<file path="src/rtl/word16_serializer.sv">
// Purpose: parallel-to-serial shifter holding one active word and one pending word.
// Latency: a word accepted at edge N presents its first bit after edge N+1; consecutive words stream with no gap.
// Backpressure: a bit is held stable until sout_ready takes it; load_ready drops while the pending slot is full.
module word16_serializer #(
  parameter int WIDTH     = 16,
  parameter bit MSB_FIRST = 1'b1
) (
  input  logic             i_clk,
  input  logic             i_rst_n,
  input  logic             i_load,
  input  logic [WIDTH-1:0] i_in,
  output logic             o_load_ready,
  output logic             o_sout,
  output logic             o_sout_valid,
  input  logic             i_sout_ready,
  output logic             o_sout_last,
  output logic             o_busy
);

  localparam int CW = (WIDTH > 1) ? $clog2(WIDTH) : 1;
  localparam logic [CW-1:0] LAST_CNT = CW'(WIDTH - 1);
  localparam bit SINGLE_BIT = (WIDTH == 1);

  typedef enum logic {
    ST_IDLE  = 1'b0,
    ST_SHIFT = 1'b1
  } state_t;

  state_t           r_state;
  logic [WIDTH-1:0] r_sr;
  logic [WIDTH-1:0] r_pnd;
  logic             r_pnd_full;
  logic [CW-1:0]    r_cnt;
  logic             r_sout_valid;
  logic             r_sout_last;

  logic             w_load_acc;
  logic             w_bit_acc;
  logic             w_word_done;
  logic [WIDTH-1:0] w_sr_shifted;
  logic [CW-1:0]    w_cnt_inc;

  // Handshake qualifiers; load_ready depends only on the registered pending flag.
  assign w_load_acc   = i_load & ~r_pnd_full;
  assign w_bit_acc    = r_sout_valid & i_sout_ready;
  assign w_word_done  = (r_cnt == LAST_CNT);
  assign w_cnt_inc    = r_cnt + CW'(1);
  assign w_sr_shifted = MSB_FIRST ? (r_sr << 1) : (r_sr >> 1);

  // Control FSM plus datapath: pending slot fill, word hand-off and bit shifting.
  always_ff @(posedge i_clk or negedge i_rst_n) begin
    if (!i_rst_n) begin
      r_state      <= ST_IDLE;
      r_sr         <= '0;
      r_pnd        <= '0;
      r_pnd_full   <= 1'b0;
      r_cnt        <= '0;
      r_sout_valid <= 1'b0;
      r_sout_last  <= 1'b0;
    end else begin
      // A new word lands in the pending slot whenever it is free.
      if (w_load_acc) begin
        r_pnd      <= i_in;
        r_pnd_full <= 1'b1;
      end
      case (r_state)
        ST_IDLE: begin
          if (r_pnd_full) begin
            // Promote the pending word; a load taken on this edge keeps the slot full.
            r_sr         <= r_pnd;
            r_cnt        <= '0;
            r_pnd_full   <= w_load_acc;
            r_state      <= ST_SHIFT;
            r_sout_valid <= 1'b1;
            r_sout_last  <= SINGLE_BIT;
          end
        end
        ST_SHIFT: begin
          if (w_bit_acc) begin
            if (w_word_done) begin
              r_cnt <= '0;
              if (r_pnd_full) begin
                // Seamless hand-off: next word's first bit follows immediately.
                r_sr        <= r_pnd;
                r_pnd_full  <= w_load_acc;
                r_sout_last <= SINGLE_BIT;
              end else begin
                r_sr         <= w_sr_shifted;
                r_state      <= ST_IDLE;
                r_sout_valid <= 1'b0;
                r_sout_last  <= 1'b0;
              end
            end else begin
              r_sr        <= w_sr_shifted;
              r_cnt       <= w_cnt_inc;
              r_sout_last <= (w_cnt_inc == LAST_CNT);
            end
          end
        end
        default: begin
          r_state      <= ST_IDLE;
          r_sout_valid <= 1'b0;
          r_sout_last  <= 1'b0;
        end
      endcase
    end
  end

  // Outputs are taken straight from state; the shift register is zero when idle.
  assign o_load_ready = ~r_pnd_full;
  assign o_sout       = MSB_FIRST ? r_sr[WIDTH-1] : r_sr[0];
  assign o_sout_valid = r_sout_valid;
  assign o_sout_last  = r_sout_last;
  assign o_busy       = (r_state == ST_SHIFT) | r_pnd_full;

endmodule

</file>
<file path="config.mk">
export PLATFORM = sky130hd
export DESIGN_NAME = word16_serializer
export DESIGN_NICKNAME = d
export VERILOG_FILES = /design/src/rtl/word16_serializer.sv
export SDC_FILE = /design/constraint.sdc
export NUM_CORES = 1
export LEC_CHECK = 0
export CAP_MARGIN = 25
export CORE_ASPECT_RATIO = 1.1
export CORE_MARGIN = 5
export CORE_UTILIZATION = 40
export CTS_CLUSTER_SIZE = 28
export DETAILED_ROUTE_END_ITERATION = 10
export DONT_BUFFER_PORTS = 1
export PLACE_DENSITY_LB_ADDON = 0.15
export SKIP_CTS_REPAIR_TIMING = 1
export SLEW_MARGIN = 0
export SYNTH_ARGS = -nofsm -noshare
export SYNTH_HDL_FRONTEND = slang
export SYNTH_SLANG_ARGS = --single-unit
export TNS_END_PERCENT = 1
</file>
<file path="constraint.sdc">
create_clock -name i_clk -period 4.3 [get_ports i_clk]
set_input_delay 0.645 -clock i_clk [delete_from_list [all_inputs] [get_ports i_clk]]
set_output_delay 0.645 -clock i_clk [all_outputs]
set_load 0.005 [all_outputs]
</file>
### After elaboration in Yosys (flattened, before gate mapping)

Cells that the tools add are included.

| operators by class | value |
|---|---|
| reductions and logical operators | 2 |
| equal/unequal tests | 6 |
| multiplexer cells | 27 |
| add/subtract/negate cells | 1 |
| multipliers | 0 |
| shift operators | 0 |
| bitwise gates (word level) | 5 |
| divide/modulo/power cells | 0 |
| $lt $le $gt $ge | 0 |

Operator list:

| cell | count |
|---|---|
| two-way mux 16 bit | 4 |
| one-hot mux 16 bit (2 select lines) | 1 |
| two-way mux 1 bit | 14 |
| two-way mux 4 bit | 3 |
| equality test 4 bit (second input constant) | 2 |
| one-hot mux 1 bit (2 select lines) | 4 |
| one-hot mux 4 bit (2 select lines) | 1 |
| adder 4 x 1 -> 4 bit (second input constant) | 1 |
| != test 2 x 1 -> 1 bit (second input constant) | 2 |
| != test 2 bit (second input constant) | 2 |
| AND reduction 4 bit | 1 |
| bitwise AND 1 bit | 2 |
| NOT 1 bit | 2 |
| AND reduction 2 bit | 1 |
| bitwise OR 1 bit | 1 |

| word-level totals | value |
|---|---|
| RAM bits | 0 |
| bits in latches | 0 |
| memories kept | 0 |
| register bits after elaboration | 40 |
| input bits | 20 |
| word-level logic and storage cells | 48 |
| bits in read-only memories | 0 |

### Depth between registers and ports, before layout

Gate-level depths: netlist (run 1).

| logic depth | value |
|---|---|
| depth after elaboration | 7 |
| gate-level depth with buffers | 6 |

### Least setup slack after synthesis (run 1)

No wires, ideal clock.

| timing path | value |
|---|---|
| path kind | reg2out |
| start point | register r_state |
| end point | output o_busy |
| buffers on the path | 2 |
| cell stages (with the launch flop) | 5 |
| setup slack | 2.785 ns |
| arrival | 0.870 ns |
| data required time | 3.655 ns |
| path through | dfrtp_1 -> buf_4 -> nor2_4 -> inv_2 -> buf_2 |

| between the ends | value |
|---|---|
| cells in the longest elaborated chain, start to end | 1 |

RTL lines:

| what | line | RTL |
|---|---|---|
| start: declaration | 29 | `state_t r_state;` |
| start signal: assignment | 53 | `r_state <= ST_IDLE;` |
| start signal: assignment | 73 | `r_state <= ST_SHIFT;` |
| start signal: assignment | 89 | `r_state <= ST_IDLE;` |
| bitwise OR 1 bit | 114 | `assign o_busy = (r_state == ST_SHIFT) \| r_pnd_full;` |
| end: declaration | 17 | `output logic o_busy` |

Every way passes these cells.

### Worst setup path after layout (run 1)

Same ends and word-level chain as after synthesis.

==> impl_metrics.py, run 1 <==
metrics = {
    "status": {
        "status": "complete, no violations",
    },
    "layout": {
        "multi_input_area_um2": 790,
        "post_route_cells_drive_above_1_share_pct": 18.0,
        "final_cells": 223,
        "num_antenna_cells": 0,
        "layout.filler_cells": 438,
        "ff_latch_area_um2": 1000,
        "num-nets-final": 188,
        "areaGrowthSynthToFinish_pct": 4.95,
    },
    "clocking": {
        "clockRootBuffer": "clkbuf_8",
        "cts_tree": "built",
        "clkSinkCount": 40,
        "clkLatencyLatePin_ns": 0.29,
        "cts.reportedPaths.clkPinSlew_ns": 0.08,
        "cts_buffer_count": 5,
        "clock_path_buffers": 2,
        "h-tree-depth": 2,
    },
    "flow_run": {
        "drv.max_cap_violation_count": 0,
    },
    "sta": {
        "timing.final.crit_share_pct": 52.2,
        "holdWs_ns": 0.0373,
        "finalHoldViolations": 0,
        "max_transition_viols_final": 0,
        "report.final.setup_viol": 0,
        "fmax_ghz": 0.445,
        "setup-tns-final_ns": 0,
        "layout_min_cycle_time_ns": 2.25,
        "max_slew.worst_pin.slew_ns": 0.987,
        "rsz_0062_raised_after_global_routing": "false",
        "slew-limit-headroom_pct": 33.9,
        "skew_ns": 0.00981,
    },
    "critical_path": {
        "crit_type": "register to output pin",
        "critical_path.max_fanout": 24,
        "critical_path_required_ns": 3.65,
        "worst_setup_path_end_kind": "output pin",
        "critPathArrivalTime_ns": 1.60,
        "critPathLaunchType": "register",
    },
    "placed_design": {
        "dp_hpwl_um": 2450,
        "routability_congestion_estimate": 0.759,
        "placed_cells": 215,
        "port_buffer_count": 0,
    },
    "synth": {
        "synthesis.nets": 195,
        "post_synth_num_cell_types": 34,
        "synthesis.area_per_instance_um2": 11.1,
        "synthesis.area_um2": 1920,
        "ys_async_sr_fraction_pct": 100,
        "synth-compound-area-share_pct": 18.9,
        "combinational_family_with_the_most_area_after_synthesis": "compound AO/OA/AOI/OAI gates",
        "yosys.area_share.xor_xnor_pct": 0.911,
        "synthCells": 173,
        "ys_seq_area_share_pct": 52.1,
        "post_synth_edffs": 0,
        "post_synth_and_or_nand_nor_area_fraction_pct": 8.20,
        "synth-main-ff-cell": "dfrtp_1",
        "yosys-mux-area-fraction_pct": 11.7,
        "ys.warnings.count": 0,
        "synth_register_bits": 40,
        "synth_adder_area_share_pct": 1.30,
    },
    "route": {
        "postRouteAntennaNets": 0,
        "remaining_drc_errors": 0,
        "wl_um": 3890,
        "route.vias.total": 1308,
        "routedWlPerCell_um": 17.5,
        "drtPass1Iterations": 4,
        "drt_iter0_drc": 99,
        "via_per_inst": 5.87,
    },
    "global_routing": {
        "grt_util_all_layers_pct": 13.5,
        "overflow": 0,
        "via_count_of_the_first_global_routing_pass": 1386,
        "grt_first_pass_wirelength_um": 6780,
        "grt_max_degree": 41,
        "antenna_found_initial": 0,
    },
    "power_and_ir_drop": {
        "ir_drop_worst_case_vdd_mv": 0.243,
        "fin_total_pwr_uw": 885,
        "cellLeakagePower_nw": 0.844,
        "power.density_cell_area_nw_per_um2": 439,
    },
    "floorplan": {
        "core_area_um2": 4650,
        "floorplan.die.width_um": 76.1,
        "ios": 25,
        "die_h_um": 82.7,
        "floorplan.initialDensity_pct": 41.3,
        "number_of_standard_cell_rows_in_the_floorplan": 26,
        "dieArea_um2": 6290,
    },
    "worst_hold_path": {
        "worstHoldPathType": "input port to asynchronous set/reset pin",
    },
}
-- critical path: stages, from the launching register on --
cell	delay (ns)
dfrtp_1	0.91
nor2_4	0.08
inv_2	0.31
-- power breakdown --
group	internal, mW	leakage (nW)	switching (mW)
combinational	0.0654	0.276	0.0174
sequential	0.435	0.503	0.0328
clock	0.205	0.0645	0.129
total	0.705	0.844	0.180
-- cells in the final DEF (no fill, tap or decap), drive strengths merged, types with 2 or more instances in the layout --
master / instances
nand2: 6
ha: 2
o22ai: 3
mux2: 16
o21ai: 19
dfrtp: 40
clkbuf: 7
nand4: 2
a21oi: 17
a31oi: 16
inv: 8
nand3: 17
-- worst paths after layout --
kind | start | end | slack [ns] | cells after the start
setup reg to reg | r_state$_DFF_PN0_ | r_sr[4]$_DFFE_PN0P_ | 2.28 | 3
hold / removal | i_rst_n | r_state$_DFF_PN0_ | 0.04 | 0
setup / recovery | r_state$_DFF_PN0_ | o_busy | 2.05 | 2
max in group asynchronous | i_rst_n | r_pnd[7]$_DFFE_PN0P_ | 4.17 | 0
min in group i_clk | i_in[15] | r_pnd[15]$_DFFE_PN0P_ | 0.50 | 1
hold reg to reg | r_pnd[4]$_DFFE_PN0P_ | r_pnd[4]$_DFFE_PN0P_ | 0.51 | 1
-- Yosys cell counts (2+ instances only) --
master	number	share of area (%)
o21ai_1	9	2.3
a21oi_1	16	4.2
a31oi_1	16	5.2
o22ai_1	3	0.98
buf_2	4	1.0
nand3_1	17	4.4
nand2_1	5	0.98
inv_1	7	1.4
dfrtp_1	40	52
o21ai_0	10	2.6
buf_6	4	2.3
ha_1	2	1.3
mux2_4	9	7.0
nand4_1	2	0.65
buf_4	4	1.6
mux2_2	7	4.1
-- through the flow --
step | worst slack, ns | util (%) | area, um2
after global routing | 1.90 | 43.4 | 2020
after global placement | 2.28 | 40.6 | 1890
after CTS | 2.04 | 43.4 | 2020
after detailed placement | 2.29 | 40.6 | 1890
final | 2.05 | 43.4 | 2020
after floorplan | 2.78 | - | 1920
-- cell type report --
class / instances / share of cell area [%]
flip-flops and latches: 40 / 49.6
clock inverters: 1 / 1.49
inverters: 8 / 1.49
well taps: 56 / 3.47
clock buffers: 7 / 4.78
multi-input cells: 111 / 39.1
-- routing by layer --
metal | vias to the layer above | share of wire (%) | global-route usage, %
met5 | - | 0 | 0
met4 | 0 | 0.74 | 5.94
met3 | 2 | 4.8 | 4.34
met2 | 30 | 48 | 22.9
met1 | 655 | 46 | 15.8
li1 | 621 | - | -
-- sequential cells by signal (all words and copies together) (netlist names) --
signal and cells:
r_state 1, r_pnd 16, o_sout_last 1, r_pnd_full 1, r_cnt 4, r_sr 16, o_sout_valid 1
-- cell families after synthesis --
family / count (synthesis)
compound gates: 61
flops: 40
simple gates: 29
buf+inv: 22
mux: 17
xor+xnor: 2
fa+ha+maj: 2
Note: power is estimated with default switching activity, not from simulation.
==> run 2: changes to the inputs <==
- clock period: 4.3 -> 2.1 ns (I/O delays scaled with it)
==> impl_metrics.py, run 2 (synthesis results as in run 1) <==
metrics = {
    "sta": {
        "layout_setup_ws_ns": 0.570,
        "rsz_0062_raised_after_global_routing": "false",
        "max_transition_viols_final": 0,
        "holdWs_ns": 0.172,
        "skew_ns": 0.00713,
        "report.final.setup_viol": 0,
        "finalHoldViolations": 0,
        "setup-tns-final_ns": 0,
        "max_slew.worst_pin.slew_ns": 0.603,
        "timing.final.crit_share_pct": 72.9,
        "fmax_ghz": 0.654,
        "slew-limit-headroom_pct": 59.8,
        "layout_min_cycle_time_ns": 1.53,
    },
    "layout": {
        "reg.largest.list": "r_pnd x16, r_sr x16, r_cnt x4",
        "most-common-layout-cells": "40 x dfrtp_1, 17 x nand3_1, 16 x a21oi_1, 16 x a31oi_1, 10 x o21ai_0",
        "ff_latch_area_um2": 1000,
        "num_antenna_cells": 0,
        "areaGrowthSynthToFinish_pct": 6.51,
        "final_core_area_utilization_pct": 44.0,
        "layout.cells.most_common": "dfrtp_1",
        "multi_input_area_um2": 790,
        "layout.filler_cells": 441,
        "num-nets-final": 193,
        "post_route_cells_drive_above_1_share_pct": 19.3,
    },
    "critical_path": {
        "r2r-end": "r_sr[6]$_DFFE_PN0P_",
        "crit_type": "register to output pin",
        "worst-r2r-cell-count": 4,
        "critPathArrivalTime_ns": 1.22,
        "startpoint": "r_state$_DFF_PN0_",
        "critical_path.max_fanout": 19,
        "critical_path_required_ns": 1.78,
        "reg2reg_slack_ns": 0.59,
        "critPathLaunchType": "register",
        "critPathCapture": "o_busy",
        "worst_setup_path_end_kind": "output pin",
        "critical_path.reg2reg.startpoint": "r_cnt[1]$_DFFE_PN0P_",
    },
    "route": {
        "drt_iter0_drc": 93,
        "postRouteAntennaNets": 0,
        "wl_um": 4010,
        "route.vias.total": 1353,
        "routedWlPerCell_um": 17.7,
        "drtPass1Iterations": 4,
        "via_per_inst": 5.96,
        "remaining_drc_errors": 0,
    },
    "floorplan": {
        "core_area_um2": 4650,
        "ios": 25,
        "die_h_um": 82.7,
        "dieArea_um2": 6290,
        "floorplan.initialDensity_pct": 41.3,
        "number_of_standard_cell_rows_in_the_floorplan": 26,
        "floorplan.die.width_um": 76.1,
    },
    "clocking": {
        "h-tree-depth": 2,
        "cts.reportedPaths.clkPinSlew_ns": 0.08,
        "clkLatencyLatePin_ns": 0.29,
        "clkSinkCount": 40,
        "clockRootBuffer": "clkbuf_8",
        "cts_buffer_count": 5,
        "cts_tree": "built",
        "clock_path_buffers": 2,
    },
    "power_and_ir_drop": {
        "power.density_cell_area_nw_per_um2": 833,
        "ir_drop_worst_case_vdd_mv": 0.456,
        "cellLeakagePower_nw": 0.860,
    },
    "global_routing": {
        "overflow": 0,
        "grt_util_all_layers_pct": 13.9,
        "via_count_of_the_first_global_routing_pass": 1413,
        "antenna_found_initial": 0,
        "grt_first_pass_wirelength_um": 6980,
        "grt_max_degree": 41,
    },
    "status": {
        "status": "complete, no violations",
    },
    "worst_hold_path": {
        "worstHoldPathType": "input port to register",
    },
    "placed_design": {
        "dpl_worst_slack_ns": 0.607,
        "routability_congestion_estimate": 0.753,
        "dp_hpwl_um": 2500,
        "port_buffer_count": 0,
    },
    "flow_run": {
        "drv.max_cap_violation_count": 0,
    },
}
[run 2: cell types whose count changed in the layout (fill, tap and decap cells not counted)]
cell / before / now
buf_4: 0 / 3
buf_16: 0 / 1
bufinv_16: 1 / 0
dlygate4sd3_1: 0 / 1
[run 2: worst min-delay path by stage]
stage	startpoint	to	slack (ns)	cells after the start
final	i_in[12]	r_pnd[12]$_DFFE_PN0P_	0.17	1
after global routing	i_in[10]	r_pnd[10]$_DFFE_PN0P_	0.16	1
after CTS	i_rst_n	o_sout_last$_DFFE_PN0P_	-0.30	0
after detailed placement	i_rst_n	o_sout_valid$_DFFE_PN0P_	0.02	0
after global placement	i_rst_n	r_state$_DFF_PN0_	0.02	0
after floorplan	i_rst_n	o_sout_last$_DFFE_PN0P_	0.02	0
[run 2: per-stage QoR]
| stage | total power [mW] | std cells | area, um2 |
|---|---|---|---|
| 2_1_floorplan | 1.11 | 173 | 1920 |
| 3_3_place_gp | 1.15 | 218 | 1910 |
| 3_5_place_dp | 1.15 | 218 | 1910 |
| 4_1_cts | 1.70 | 225 | 2010 |
| 5_1_grt | 1.79 | 227 | 2050 |
| 6_report | 1.70 | 227 | 2050 |
[run 2: power by group]
group | switching (mW) | internal (mW) | leakage (nW)
sequential | 0.0711 | 0.891 | 0.503
combinational | 0.0537 | 0.141 | 0.307
clock | 0.254 | 0.293 | 0.0503
[run 2: layout make-up]
class	instances	share of cell area [%]
inverter	8	1.47
sequential	40	48.9
timing repair buffer	5	2.93
multi-input combinational	111	38.6
tap	56	3.42
clock buffer	7	4.71
[run 2: layer usage]
layer	track usage [%]	up-vias	share of wire, %
met3	4.34	6	4.9
met4	5.94	0	1.5
met2	23.6	31	49
met1	16.3	690	45
li1	-	626	-
met5	0	-	0
[run 2: worst max-delay path: stages (launching register included)]
cell and delay [ns]:
dfrtp_1 0.54, nor2_4 0.09, inv_2 0.30
==> run 3: changes to the inputs <==
- clock period: 2.1 -> 1.6 ns (I/O delays scaled with it)
==> impl_metrics.py, run 3 (synthesis results as in run 1) <==
metrics = {
    "power_and_ir_drop": {
        "cell_internal_pwr_mw": 1.65,
        "ir_drop_worst_case_vdd_mv": 0.514,
        "fin_total_pwr_mw": 2.15,
        "p_sw_share_pct": 22.9,
        "power.sequential.fraction_pct": 58.6,
        "p_sw_uw": 491,
        "power.share.combinational_pct": 12.0,
        "power.density_cell_area_nw_per_um2": 1030,
        "cellLeakagePower_nw": 0.866,
        "power.share.clock_pct": 29.4,
    },
    "layout": {
        "most-common-layout-cells": "39 x dfrtp_1, 17 x nand3_1, 16 x a21oi_1, 16 x a31oi_1, 10 x o21ai_0",
        "reg.largest.list": "r_pnd x16, r_sr x16, r_cnt x4",
        "post_route_cells_drive_above_1_share_pct": 22.3,
        "final_core_area_utilization_pct": 44.9,
        "layout.cells.most_common": "dfrtp_1",
        "num_antenna_cells": 0,
        "areaGrowthSynthToFinish_pct": 8.79,
        "num-nets-final": 197,
    },
    "global_routing": {
        "overflow": 0,
        "grt_util_all_layers_pct": 13.5,
        "grt_first_pass_wirelength_um": 6810,
        "via_count_of_the_first_global_routing_pass": 1373,
        "grt_max_degree": 41,
        "antenna_found_initial": 0,
    },
    "placed_design": {
        "port_buffer_count": 0,
        "routability_congestion_estimate": 0.712,
        "dp_hpwl_um": 2540,
    },
    "floorplan": {
        "die_h_um": 82.7,
        "core_area_um2": 4650,
        "floorplan.die.width_um": 76.1,
        "number_of_standard_cell_rows_in_the_floorplan": 26,
        "dieArea_um2": 6290,
        "floorplan.initialDensity_pct": 41.3,
        "ios": 25,
    },
    "route": {
        "routedWlPerCell_um": 17.0,
        "drtPass1Iterations": 4,
        "drt_iter0_drc": 78,
        "route.vias.total": 1335,
        "wl_um": 3930,
        "remaining_drc_errors": 0,
        "via_per_inst": 5.78,
        "postRouteAntennaNets": 0,
    },
    "critical_path": {
        "worst_setup_path_end_kind": "output pin",
        "crit_slowest_cell": "dfrtp_2",
        "startpoint": "r_state$_DFF_PN0_",
        "crit_chain": "buf_4 -> nor2_4 -> inv_4",
        "critical_path.reg2reg.startpoint": "r_cnt[1]$_DFFE_PN0P_",
        "crit_type": "register to output pin",
        "max_stage_delay_ns": 0.49,
        "critical_path.max_fanout": 19,
        "critPathArrivalTime_ns": 1.23,
        "critPathLaunchType": "register",
        "critical_path_required_ns": 1.36,
    },
    "sta": {
        "slew-limit-headroom_pct": 77.8,
        "finalHoldViolations": 0,
        "report.final.setup_viol": 0,
        "timing.final.crit_share_pct": 92.0,
        "rsz_0062_raised_after_global_routing": "false",
        "skew_ns": 0.00922,
        "setup-tns-final_ns": 0,
        "max_slew.worst_pin.slew_ns": 0.332,
        "fmax_ghz": 0.679,
        "layout_min_cycle_time_ns": 1.47,
        "max_transition_viols_final": 0,
    },
    "clocking": {
        "clkLatencyLatePin_ns": 0.28,
        "cts.reportedPaths.clkPinSlew_ns": 0.08,
        "clock_path_buffers": 2,
        "cts_buffer_count": 5,
        "clkSinkCount": 40,
        "h-tree-depth": 2,
        "cts_tree": "built",
        "clockRootBuffer": "clkbuf_8",
    },
    "status": {
        "status": "complete, no violations",
    },
    "worst_hold_path": {
        "hold_start": "i_in[13]",
        "worstHoldPathType": "input port to register",
    },
    "flow_run": {
        "drv.max_cap_violation_count": 0,
    },
}
## run 3: cell count changes in the layout (fill, tap and decap cells not counted), sizes merged
cell	change
clkinv	+1
clkinvlp	+1
buf	+4
clkbuf	-1
inv	-1
## run 3: area by class of cell
class / count / area [um2]
Fill cell: 457 / 2560
Tap cell: 56 / 70.1
Multi-Input combinational cell: 111 / 802
Inverter: 8 / 36.3
Clock inverter: 1 / 5.00
Timing Repair Buffer: 9 / 103
Clock buffer: 6 / 72.6
Sequential cell: 40 / 1000
## run 3: through the flow
stage                     worst slack, ns  hold slack (ns)  instances  instance area, um2
after global placement              0.168          -0.0542        222                1960
after global routing               0.0470           0.0809        231                2090
after detailed placement           0.0775          -0.0542        222                1960
after CTS                          0.0341           -0.368        229                2030
final                               0.128           0.0935        231                2090
after floorplan                     0.228          -0.0556        173                1920
## run 3: final timing paths
path	depth (start not counted)	slack (ns)	endpoint
worst min-delay path	1	0.09	r_pnd[13]$_DFFE_PN0P_
max in group asynchronous	2	0.93	r_state$_DFF_PN0_
worst max-delay path	3	0.13	o_busy
worst max register to register	4	0.17	r_sr[5]$_DFFE_PN0P_
worst min register to register	1	0.51	r_pnd[4]$_DFFE_PN0P_
min in group asynchronous	2	0.45	r_cnt[0]$_DFFE_PN0P_
## run 3: metal layers
metal | share of wire (%) | vias to the layer above | global-route usage, %
li1 | - | 633 | -
met1 | 45 | 668 | 16.5
met2 | 49 | 32 | 22.5
met3 | 5.1 | 2 | 4.23
met4 | 0.61 | 0 | 4.90
met5 | 0 | - | 0
## run 3: power groups by stage
stage | combinational, mW | sequential [mW] | clock, mW
6_report | 0.257 | 1.26 | 0.631
5_1_grt | 0.280 | 1.28 | 0.699
4_1_cts | 0.232 | 1.26 | 0.652
3_5_place_dp | 0.231 | 1.28 | 0
3_3_place_gp | 0.227 | 1.28 | 0
2_1_floorplan | 0.216 | 1.24 | 0
## run 3: critical path: cells and delay by family, from the launching register on
family | cells | cell delay, ns
buffers and inverters | 2 | 0.31
flip-flops | 1 | 0.49
AND/OR/NAND/NOR | 1 | 0.15
